## src/rtl/vram_pkg.sv

```systemverilog
// Shared constants, grant encoding and address-range helper for the VRAM arbiter.
package vram_pkg;

  localparam int ADDR_W     = 14;
  localparam int DATA_W     = 8;
  localparam int VRAM_DEPTH = 16000;
  localparam int VID_LAT    = 3;

  // 640x400 scanout timing (pixels / lines)
  localparam int H   = 640;
  localparam int HFP = 16;
  localparam int HS  = 96;
  localparam int HBP = 48;
  localparam int V   = 400;
  localparam int VFP = 12;
  localparam int VS  = 2;
  localparam int VBP = 35;

  typedef enum logic [1:0] {
    GNT_NONE   = 2'd0,
    GNT_VID    = 2'd1,
    GNT_CPU_RD = 2'd2,
    GNT_CPU_WR = 2'd3
  } grant_t;

  function automatic logic addr_in_range(input logic [ADDR_W-1:0] addr);
    return addr < ADDR_W'(VRAM_DEPTH);
  endfunction

endpackage

```

## src/rtl/vram_wr_fifo.sv

```systemverilog
// Synchronous FIFO buffering CPU writes as {addr,data} entries until a free VRAM slot.
module vram_wr_fifo #(
  parameter int DEPTH  = 4,
  parameter int ADDR_W = 14,
  parameter int DATA_W = 8
) (
  input  logic                     pclk,
  input  logic                     reset,
  input  logic                     push,
  input  logic [ADDR_W-1:0]        push_addr,
  input  logic [DATA_W-1:0]        push_data,
  input  logic                     pop,
  output logic [ADDR_W-1:0]        pop_addr,
  output logic [DATA_W-1:0]        pop_data,
  output logic                     full,
  output logic                     empty,
  output logic [$clog2(DEPTH):0]   level
);

  localparam int PTR_W = $clog2(DEPTH);
  localparam int LVL_W = PTR_W + 1;

  logic [ADDR_W+DATA_W-1:0] mem_r [DEPTH];
  logic [PTR_W-1:0]         wr_ptr_r;
  logic [PTR_W-1:0]         rd_ptr_r;
  logic [LVL_W-1:0]         count_r;
  logic                     do_push_s;
  logic                     do_pop_s;

  assign full      = (count_r == LVL_W'(DEPTH));
  assign empty     = (count_r == LVL_W'(0));
  assign level     = count_r;
  assign do_push_s = push && !full;
  assign do_pop_s  = pop && !empty;
  assign {pop_addr, pop_data} = mem_r[rd_ptr_r];

  // Entry storage; contents need no reset since count_r gates visibility.
  always_ff @(posedge pclk) begin
    if (do_push_s) begin
      mem_r[wr_ptr_r] <= {push_addr, push_data};
    end
  end

  // Pointers and occupancy; simultaneous push and pop keep the level.
  always_ff @(posedge pclk or posedge reset) begin
    if (reset) begin
      wr_ptr_r <= {PTR_W{1'b0}};
      rd_ptr_r <= {PTR_W{1'b0}};
      count_r  <= {LVL_W{1'b0}};
    end else begin
      if (do_push_s) begin
        wr_ptr_r <= wr_ptr_r + PTR_W'(1);
      end
      if (do_pop_s) begin
        rd_ptr_r <= rd_ptr_r + PTR_W'(1);
      end
      case ({do_push_s, do_pop_s})
        2'b10:   count_r <= count_r + LVL_W'(1);
        2'b01:   count_r <= count_r - LVL_W'(1);
        default: count_r <= count_r;
      endcase
    end
  end

endmodule

```

## src/rtl/vram_arbiter.sv

```systemverilog
// Single-port VRAM arbiter: video fetches win every slot, CPU writes drain from a FIFO.
// Optional CPU read port is built when VRAM_ARB_CPU_READ_EN is defined.
module vram_arbiter
  import vram_pkg::*;
#(
  parameter int FIFO_DEPTH = 4
) (
  input  logic                          pclk,
  input  logic                          reset,
  input  logic                          vid_req,
  input  logic [ADDR_W-1:0]             vid_addr,
  output logic [DATA_W-1:0]             vid_rdata,
  output logic                          vid_rvalid,
  input  logic                          cpu_wr_valid,
  output logic                          cpu_wr_ready,
  input  logic [ADDR_W-1:0]             cpu_wr_addr,
  input  logic [DATA_W-1:0]             cpu_wr_data,
  output logic [$clog2(FIFO_DEPTH):0]   fifo_level,
  output logic                          err_oob,
  output logic                          ram_en,
  output logic                          ram_we,
  output logic [ADDR_W-1:0]             ram_addr,
  output logic [DATA_W-1:0]             ram_wdata,
  input  logic [DATA_W-1:0]             ram_rdata
`ifdef VRAM_ARB_CPU_READ_EN
  ,
  input  logic                          cpu_rd_valid,
  output logic                          cpu_rd_ready,
  input  logic [ADDR_W-1:0]             cpu_rd_addr,
  output logic [DATA_W-1:0]             cpu_rd_data,
  output logic                          cpu_rd_rvalid
`endif
);

  grant_t            grant_s;
  logic              fifo_full_s;
  logic              fifo_empty_s;
  logic              wr_hs_s;
  logic              push_s;
  logic              pop_s;
  logic [ADDR_W-1:0] fifo_addr_s;
  logic [DATA_W-1:0] fifo_data_s;
  logic              vid_s1_r;
  logic              vid_s2_r;

  assign cpu_wr_ready = !fifo_full_s;
  assign wr_hs_s      = cpu_wr_valid && cpu_wr_ready;
  assign push_s       = wr_hs_s && addr_in_range(cpu_wr_addr);
  assign pop_s        = (grant_s == GNT_CPU_WR);

`ifdef VRAM_ARB_CPU_READ_EN
  logic rd_s1_r;
  logic rd_s2_r;
  logic rd_oob1_r;
  logic rd_oob2_r;
  logic rd_hs_s;
  logic rd_in_range_s;

  // An empty FIFO at handshake time is what makes reads see all earlier writes.
  assign cpu_rd_ready  = fifo_empty_s && !vid_req && !rd_s1_r && !rd_s2_r;
  assign rd_hs_s       = cpu_rd_valid && cpu_rd_ready;
  assign rd_in_range_s = addr_in_range(cpu_rd_addr);
`endif

  vram_wr_fifo #(
    .DEPTH  (FIFO_DEPTH),
    .ADDR_W (ADDR_W),
    .DATA_W (DATA_W)
  ) u_fifo (
    .pclk      (pclk),
    .reset     (reset),
    .push      (push_s),
    .push_addr (cpu_wr_addr),
    .push_data (cpu_wr_data),
    .pop       (pop_s),
    .pop_addr  (fifo_addr_s),
    .pop_data  (fifo_data_s),
    .full      (fifo_full_s),
    .empty     (fifo_empty_s),
    .level     (fifo_level)
  );

  // Fixed-priority slot grant for the current cycle.
  always_comb begin
    grant_s = GNT_NONE;
    if (vid_req) begin
      grant_s = GNT_VID;
    end
`ifdef VRAM_ARB_CPU_READ_EN
    else if (rd_hs_s && rd_in_range_s) begin
      grant_s = GNT_CPU_RD;
    end
`endif
    else if (!fifo_empty_s) begin
      grant_s = GNT_CPU_WR;
    end else begin
      grant_s = GNT_NONE;
    end
  end

  // RAM command register; address and write data hold when idle.
  always_ff @(posedge pclk or posedge reset) begin
    if (reset) begin
      ram_en    <= 1'b0;
      ram_we    <= 1'b0;
      ram_addr  <= {ADDR_W{1'b0}};
      ram_wdata <= {DATA_W{1'b0}};
    end else begin
      ram_en <= (grant_s != GNT_NONE);
      ram_we <= (grant_s == GNT_CPU_WR);
      case (grant_s)
        GNT_VID: ram_addr <= vid_addr;
`ifdef VRAM_ARB_CPU_READ_EN
        GNT_CPU_RD: ram_addr <= cpu_rd_addr;
`endif
        GNT_CPU_WR: begin
          ram_addr  <= fifo_addr_s;
          ram_wdata <= fifo_data_s;
        end
        default: begin
          ram_addr  <= ram_addr;
          ram_wdata <= ram_wdata;
        end
      endcase
    end
  end

  // Video return pipeline (grant, RAM read, RAM data, output) and OOB write flag.
  always_ff @(posedge pclk or posedge reset) begin
    if (reset) begin
      vid_s1_r   <= 1'b0;
      vid_s2_r   <= 1'b0;
      vid_rvalid <= 1'b0;
      vid_rdata  <= {DATA_W{1'b0}};
      err_oob    <= 1'b0;
    end else begin
      vid_s1_r   <= (grant_s == GNT_VID);
      vid_s2_r   <= vid_s1_r;
      vid_rvalid <= vid_s2_r;
      if (vid_s2_r) begin
        vid_rdata <= ram_rdata;
      end
      err_oob <= wr_hs_s && !addr_in_range(cpu_wr_addr);
    end
  end

`ifdef VRAM_ARB_CPU_READ_EN
  // CPU read return pipeline; out-of-range reads skip the RAM and return zero.
  always_ff @(posedge pclk or posedge reset) begin
    if (reset) begin
      rd_s1_r       <= 1'b0;
      rd_s2_r       <= 1'b0;
      rd_oob1_r     <= 1'b0;
      rd_oob2_r     <= 1'b0;
      cpu_rd_rvalid <= 1'b0;
      cpu_rd_data   <= {DATA_W{1'b0}};
    end else begin
      rd_s1_r       <= rd_hs_s;
      rd_oob1_r     <= rd_hs_s && !rd_in_range_s;
      rd_s2_r       <= rd_s1_r;
      rd_oob2_r     <= rd_oob1_r;
      cpu_rd_rvalid <= rd_s2_r;
      if (rd_s2_r) begin
        cpu_rd_data <= rd_oob2_r ? {DATA_W{1'b0}} : ram_rdata;
      end
    end
  end
`endif

endmodule

```

## config.mk

```make
export PLATFORM = sky130hd
export DESIGN_NAME = vram_arbiter
export DESIGN_NICKNAME = d
export VERILOG_FILES = /design/src/rtl/vram_pkg.sv /design/src/rtl/vram_wr_fifo.sv /design/src/rtl/vram_arbiter.sv
export SDC_FILE = /design/constraint.sdc
export NUM_CORES = 1
export LEC_CHECK = 0
export CAP_MARGIN = 15
export CELL_PAD_IN_SITES_DETAIL_PLACEMENT = 1
export CELL_PAD_IN_SITES_GLOBAL_PLACEMENT = 1
export CORE_MARGIN = 4
export CORE_UTILIZATION = 40
export CTS_CLUSTER_SIZE = 16
export DETAILED_ROUTE_END_ITERATION = 12
export DONT_BUFFER_PORTS = 1
export GPL_ROUTABILITY_DRIVEN = 0
export PLACE_DENSITY_LB_ADDON = 0.1
export SLEW_MARGIN = 20
export SYNTH_ARGS = -nofsm -noshare
export SYNTH_HDL_FRONTEND = slang
export SYNTH_SLANG_ARGS = --single-unit
```

## constraint.sdc

```tcl
create_clock -name pclk -period 6.6 [get_ports pclk]
set_input_delay 0.33 -clock pclk [delete_from_list [all_inputs] [get_ports pclk]]
set_output_delay 0.33 -clock pclk [all_outputs]
set_load 0.05 [all_outputs]
```

# After elaboration in Yosys (flattened, before gate mapping)
# Memories as Yosys holds them, arrays and structs flattened.
# Index checks and enable logic that the tools add are counted.
[totals]
out_inout_bits = 38
mem_count = 1
ramBits = 88
in_bits = 48
wordCells = 41
reg_bits = 43
[op_classes]
reduce_logical = 12
order_cmp = 1
mux = 6
n_addsub = 4
n_eq_ne = 5
[mem_list]
columns = ["name", "depth", "word_bits", "rd", "rd_ports_with_merged_regs", "wr", "line_no", "source"]
rows = [
  ["u_fifo.mem_r", 4, 22, 1, 0, 1, "vram_wr_fifo.sv:23", "logic [ADDR_W+DATA_W-1:0] mem_r [DEPTH];"],
]
[op_table]
columns = ["cell", "count"]
rows = [
  ["$pmux W14 S2", 1],
  ["$lt A14 B14 Y1 const B", 1],
  ["$pmux W3 S2", 1],
  ["$reduce_bool A2 Y1", 3],
  ["$logic_and A1 B1 Y1", 5],
  ["$add A2 B1 Y2 const B", 2],
  ["$eq A2 B1 Y1 const B", 2],
  ["$eq A2 B2 Y1 const B", 2],
  ["$mux W2", 2],
  ["$add A3 B1 Y3 const B", 1],
  ["$eq A3 B3 Y1 const B", 1],
  ["$logic_not A1 Y1", 3],
  ["$logic_not A3 Y1", 1],
  ["$sub A3 B1 Y3 const B", 1],
  ["$mux W1", 2],
]

# Depth between registers and ports, before layout
[depth]
word_depth = 7
mapped_depth = 9
depth_no_buf = 8

# Hierarchy
# From an unflattened synthesis, not the netlist that was laid out.
[unflattened]
cells_unflattened = 263
area_unflattened_um2 = 5158.7
[by_module_without_submodules]
columns = ["mod", "seq_area_each_um2", "area_each_um2", "n_inst", "cells_each"]
rows = [
  ["vram_wr_fifo", 2817.7, 3643.5, 1, 153],
  ["vram_arbiter", 900.9, 1515.2, 1, 110],
]

# Worst setup path after synthesis
# No wires, ideal clock.
[synth_timing]
path_kind = "register to register"
startpoint = "register u_fifo.count_r[0] (netlist: u_fifo.level[0])"
endpoint = "memory u_fifo.mem_r[0][0] (netlist name), enable pin"
arrival_time_ps = 2228
slack_ps = 3971
path_buffers = 0
synth_period_minus_slack_ps = 2629
required_ps = 6199
path_stages_with_launch = 4
setup_ps = 401
path_cell_list = "dfrtp_1 > or3b_4 > o211ai_4 > nor2_1"
[synth_via]
elab_chain_cells = 7
[synth_lines]
columns = ["element", "line_no", "source"]
rows = [
  ["from (decl)", "vram_wr_fifo.sv:26", "logic [LVL_W-1:0] count_r;"],
  ["from (signal assigned)", "vram_wr_fifo.sv:49", "count_r <= {LVL_W{1'b0}};"],
  ["from (signal assigned)", "vram_wr_fifo.sv:58", "2'b10: count_r <= count_r + LVL_W'(1);"],
  ["from (signal assigned)", "vram_wr_fifo.sv:59", "2'b01: count_r <= count_r - LVL_W'(1);"],
  ["$eq A3 B3 Y1 (*)", "vram_wr_fifo.sv:30", "assign full = (count_r == LVL_W'(DEPTH));"],
  ["$logic_not A1 Y1 (*)", "vram_arbiter.sv:46", "assign cpu_wr_ready = !fifo_full_s;"],
  ["via cpu_wr_ready", "vram_arbiter.sv:15", "output logic cpu_wr_ready,"],
  ["$logic_and A1 B1 Y1", "vram_arbiter.sv:47", "assign wr_hs_s = cpu_wr_valid && cpu_wr_ready;"],
  ["$logic_and A1 B1 Y1", "vram_arbiter.sv:48", "assign push_s = wr_hs_s && addr_in_range(cpu_wr_addr);"],
  ["$logic_and A1 B1 Y1 (*)", "vram_wr_fifo.sv:33", "assign do_push_s = push && !full;"],
  ["$mux W1 (*)", "vram_wr_fifo.sv:39", "if (do_push_s) begin"],
  ["$mux W1 (not written as such) (*)", "vram_wr_fifo.sv:40", "mem_r[wr_ptr_r] <= {push_addr, push_data};"],
  ["to (decl)", "vram_wr_fifo.sv:23", ""],
]
# Mark *: on every way through the listed nets, which the timed path passes. The rest lies on a longest branch.

# Final worst setup path
[layout_timing]
startpoint = "register u_fifo.count_r[2] (netlist: u_fifo.level[2])"
endpoint = "register u_fifo.count_r[2] (netlist: u_fifo.level[2])"
[layout_via]
elab_chain_cells = 7
word_cells_on_any_way = 17
cone_classes = "2 x add/sub; 4 x eq/ne; 3 x mux; 8 x reduce/logical"
[layout_lines]
columns = ["element", "line_no", "source"]
rows = [
  ["$eq A3 B3 Y1 (*)", "vram_wr_fifo.sv:30", ""],
  ["$logic_not A1 Y1 (*)", "vram_arbiter.sv:46", ""],
  ["via cpu_wr_ready", "vram_arbiter.sv:15", ""],
  ["$logic_and A1 B1 Y1", "vram_arbiter.sv:47", ""],
  ["$logic_and A1 B1 Y1", "vram_arbiter.sv:48", ""],
  ["$logic_and A1 B1 Y1 (*)", "vram_wr_fifo.sv:33", ""],
  ["$eq A2 B1 Y1 / $eq A2 B2 Y1 (equally long branches)", "vram_wr_fifo.sv:57", "case ({do_push_s, do_pop_s})"],
  ["$pmux W3 S2 / $reduce_bool A2 Y1 (equally long branches)", "n/a", ""],
]
# Marked as above.
# A chain may end at the register's enable or synchronous reset.

==> run_results.csv <==
group,metric,value,unit
outcome,status,"finished, final reports clean",
power_and_ir_drop,swShare,33.78,%
power_and_ir_drop,pwr-share-comb,18.4,%
worst_setup_path,cp-end-kind,"flop",
worst_setup_path,r2r_cells,8,
layout,stdcell_count,467,
timing,worst_pin_slew,1.112,ns
detailed_routing,drt_wl_total,9988,um
placed_design,dp_hpwl,6063,um
worst_setup_path,cp.arrival,3.10,ns
worst_hold_path,hp-class,"in -> reg",
detailed_routing,num_vias,2407,
layout,fill_cells,1145,
synthesis,synth_top_family_by_area,"multiplexers",
layout,final_cell_mix,"88 x edfxtp_1, 42 x dfrtp_1, 24 x dlygate4sd3_1, 18 x mux4_2, 17 x clkbuf_16",
timing,hold_violations,0,
placed_design,io_buffers,0,
power_and_ir_drop,p_int,1.944,mW
timing,rsz0062_at_grt,"false",
timing,min_period,2.773,ns
timing,drv_slew,0,
clock_tree,worstSkewPairLatency,0.41,ns
timing,setup_ws,3.827,ns
worst_setup_path,crit_fanout,7,
worst_setup_path,cpLargestDelayFamily,"flip-flops",
detailed_routing,dr.first_iter.drc_count,109,
die,die_y,120.4,um
timing,whs,0.04491,ns
power_and_ir_drop,power_density,486.5,nW/um2
layout,syn_to_final_growth,19.41,%
clock_tree,clkSinkCount,131,
worst_setup_path,cp-start-kind,"flop",
clock_tree,cts_tree,"yes",
global_routing,antenna_found_initial,0,
placed_design,placed_cells,411,
detailed_routing,via_per_inst,5.154,
timing,setup_tns,0,ns
synthesis,ys_warn_count,0,
layout,fin_nets,340,
layout,fin_util,49.42,%
synthesis,netlist_instances,249,
detailed_routing,drc,0,
detailed_routing,ant_nets,0,
synthesis,seq_area_frac_synth,73.58,%
layout,antenna_cells,0,
die,fp.dieW,120.4,um
timing,setup-violations-final,0,
die,dieArea,14500,um2
timing,min_period_over_period,42.02,%
synthesis,muxShareOfSynthArea,14.46,%
clock_tree,post_cts_resized,0,
worst_setup_path,crit_chain,"or3b_4 -> o211ai_4 -> ha_1 -> inv_1 -> fa_1 -> xor2_1 -> nor2_1 -> xor2_1",
worst_setup_path,crit_required,6.92,ns
synthesis,synthSimpleGateAreaFrac,1.783,%
layout,drive_above_1_share,25.08,%
power_and_ir_drop,switching_power,0.9916,mW
power_and_ir_drop,peakVddDrop,208.9,uV
worst_hold_path,min_path_cells,2,
worst_setup_path,path_buf_inv,1,
global_routing,grt_pass1_wl,15610,um
timing,fin_skew,0.007695,ns
global_routing,gr-total-overflow,0,
worst_setup_path,critical-path-slowest-cell,"dfrtp_1",
synthesis,synthesis.nets,303,
worst_setup_path,crit_cells,8,
synthesis,synthAdderAreaFrac,1.634,%
placed_design,pre_cts_ws,3.878,ns
die,core,12210,um2
die,initial_core_util,41.38,%
synthesis,ys_types,31,
synthesis,ys_ff_latch,131,
global_routing,grt_pass1_vias,2736,
clock_tree,path_clk_slew,0.05,ns
timing,max_slew_margin,25.31,%
clock_tree,numCtsBuffers,17,
synthesis,synth_xor_area_share,1.040,%
run,maxCapViolCount,0,
clock_tree,htree_num_levels,4,
die,io_pins,86,
clock_tree,cts_root_buffer,"clkbuf_16",
worst_setup_path,cpMostUsedCell,"xor2_1",
power_and_ir_drop,p_clk_share,30.2,%
synthesis,synth_compound_area_share,5.026,%
power_and_ir_drop,power.leakage,2.264,nW
layout,layout_commonest_cell,"edfxtp_1",
power_and_ir_drop,p_seq_share,51.4,%
worst_setup_path,max_stage_delay,0.77,ns
detailed_routing,routedWlPerCell,21.39,um
global_routing,grt_max_degree,44,
clock_tree,cts_buffer_depth,2,
die,fp-row-count,40,
synthesis,syn_area,5054,um2
detailed_routing,firstDrtPassIters,4,
worst_setup_path,worstSetupPathType,"reg -> reg",
synthesis,syn_avg_cell_area,20.30,um2
timing,max_freq,0.3606,GHz
global_routing,grt.total_usage,14.84,%
==> synthesized netlist by cell type <==
| cell type | instances | area share (%) |
|---|---|---|
| edfxtp_1 | 88 | 52 |
| dfrtp_1 | 43 | 21 |
| mux4_2 | 18 | 8.0 |
| a21o_1 | 14 | 2.1 |
| a22o_1 | 14 | 2.4 |
| mux2_2 | 12 | 2.7 |
| inv_1 | 11 | 0.82 |
| ha_1 | 5 | 1.2 |
| mux2_4 | 5 | 1.5 |
| nor2_1 | 5 | 0.37 |
| mux4_1 | 4 | 2.1 |
| xor2_1 | 4 | 0.69 |
| buf_2 | 3 | 0.30 |
| clkbuf_1 | 3 | 0.22 |
| buf_1 | 2 | 0.15 |
| buf_6 | 2 | 0.45 |
| xnor2_1 | 2 | 0.35 |
| buf_12 | 1 | 0.40 |
| buf_4 | 1 | 0.15 |
| fa_1 | 1 | 0.40 |
| mux2i_1 | 1 | 0.20 |
| nand2_1 | 1 | 0.074 |
| nand4_1 | 1 | 0.12 |
| nor2_2 | 1 | 0.12 |
| nor3_1 | 1 | 0.099 |
| nor3_2 | 1 | 0.20 |
| nor3b_1 | 1 | 0.15 |
| nor4_4 | 1 | 0.42 |
| o211ai_4 | 1 | 0.42 |
| o21ai_0 | 1 | 0.099 |
| or3b_4 | 1 | 0.22 |
==> cell type report <==
type	instances	area (um2)	share of cell area, %
clock buffer	25	475.5	7.879
timing repair buffer	30	285.3	4.727
inverter	11	42.54	0.7050
multi-input combinational	95	1220	20.22
clock inverter	7	81.33	1.348
sequential	131	3720	61.64
tap	168	210.2	3.483
==> layer usage <==
| metal | part of all wire (%) | up-vias | wire length (um) | GRT usage, % |
|---|---|---|---|---|
| li1 | - | 1051 | - | - |
| met1 | 43 | 1274 | 4259 | 18.35 |
| met2 | 50 | 71 | 5032 | 23.82 |
| met3 | 5.6 | 11 | 563 | 5.519 |
| met4 | 1.3 | 0 | 132 | 5.737 |
| met5 | 0 | - | 0 | 0 |
==> worst paths after layout <==
| path | endpoint | startpoint | slack [ns] |
|---|---|---|---|
| max | u_fifo.level[2] | u_fifo.level[2] | 3.83 |
| min reg2reg | vid_s2_r | vid_s1_r | 0.35 |
| max reg2reg | u_fifo.level[2] | u_fifo.level[2] | 3.83 |
| max in group asynchronous | u_fifo.rd_ptr_r[0] | reset | 5.56 |
| min in group asynchronous | ram_wdata[1] | reset | 0.51 |
| min | err_oob | cpu_wr_valid | 0.04 |
==> cell families (layout without fill, tap and decap cells) <==
logic type	Yosys count	after routing
compound gates	30	30
xor+xnor	6	6
fa+ha+maj	6	6
buf+inv	23	73
flops	131	131
mux	40	40
simple gates	13	13
==> state kept, by name, indices dropped and copies added, names as in the netlist <==
name / count
u_fifo.mem_r: 88
ram_addr: 14
ram_wdata: 8
vid_rdata: 8
u_fifo.level: 3
u_fifo.rd_ptr_r: 2
u_fifo.wr_ptr_r: 2
err_oob: 1
ram_en: 1
ram_we: 1
vid_rvalid: 1
vid_s1_r: 1
vid_s2_r: 1
==> power groups by stage <==
stage          Sequential (mW)  Combinational, mW  Clock, mW
2_1_floorplan             1.45              0.474          0
3_3_place_gp              1.53              0.534          0
3_5_place_dp              1.53              0.537          0
4_1_cts                   1.52              0.556      0.909
5_1_grt                   1.54              0.594      0.947
6_report                  1.51              0.540      0.887
==> stage by stage <==
| stage | instance area [um2] | power, mW |
|---|---|---|
| 2_1_floorplan | 5054 | 1.928 |
| 4_1_cts | 6023 | 2.983 |
| 6_report | 6035 | 2.936 |
| 5_1_grt | 6035 | 3.077 |
| 3_5_place_dp | 5236 | 2.067 |
| 3_3_place_gp | 5236 | 2.060 |
==> what timing repair did <==
action,CTS,global route
hold buffers,23,1
setup buffers,0,0
setup endpoints to repair,0,0
hold endpoints to repair,89,5
Power figures use the tool's default switching activity.
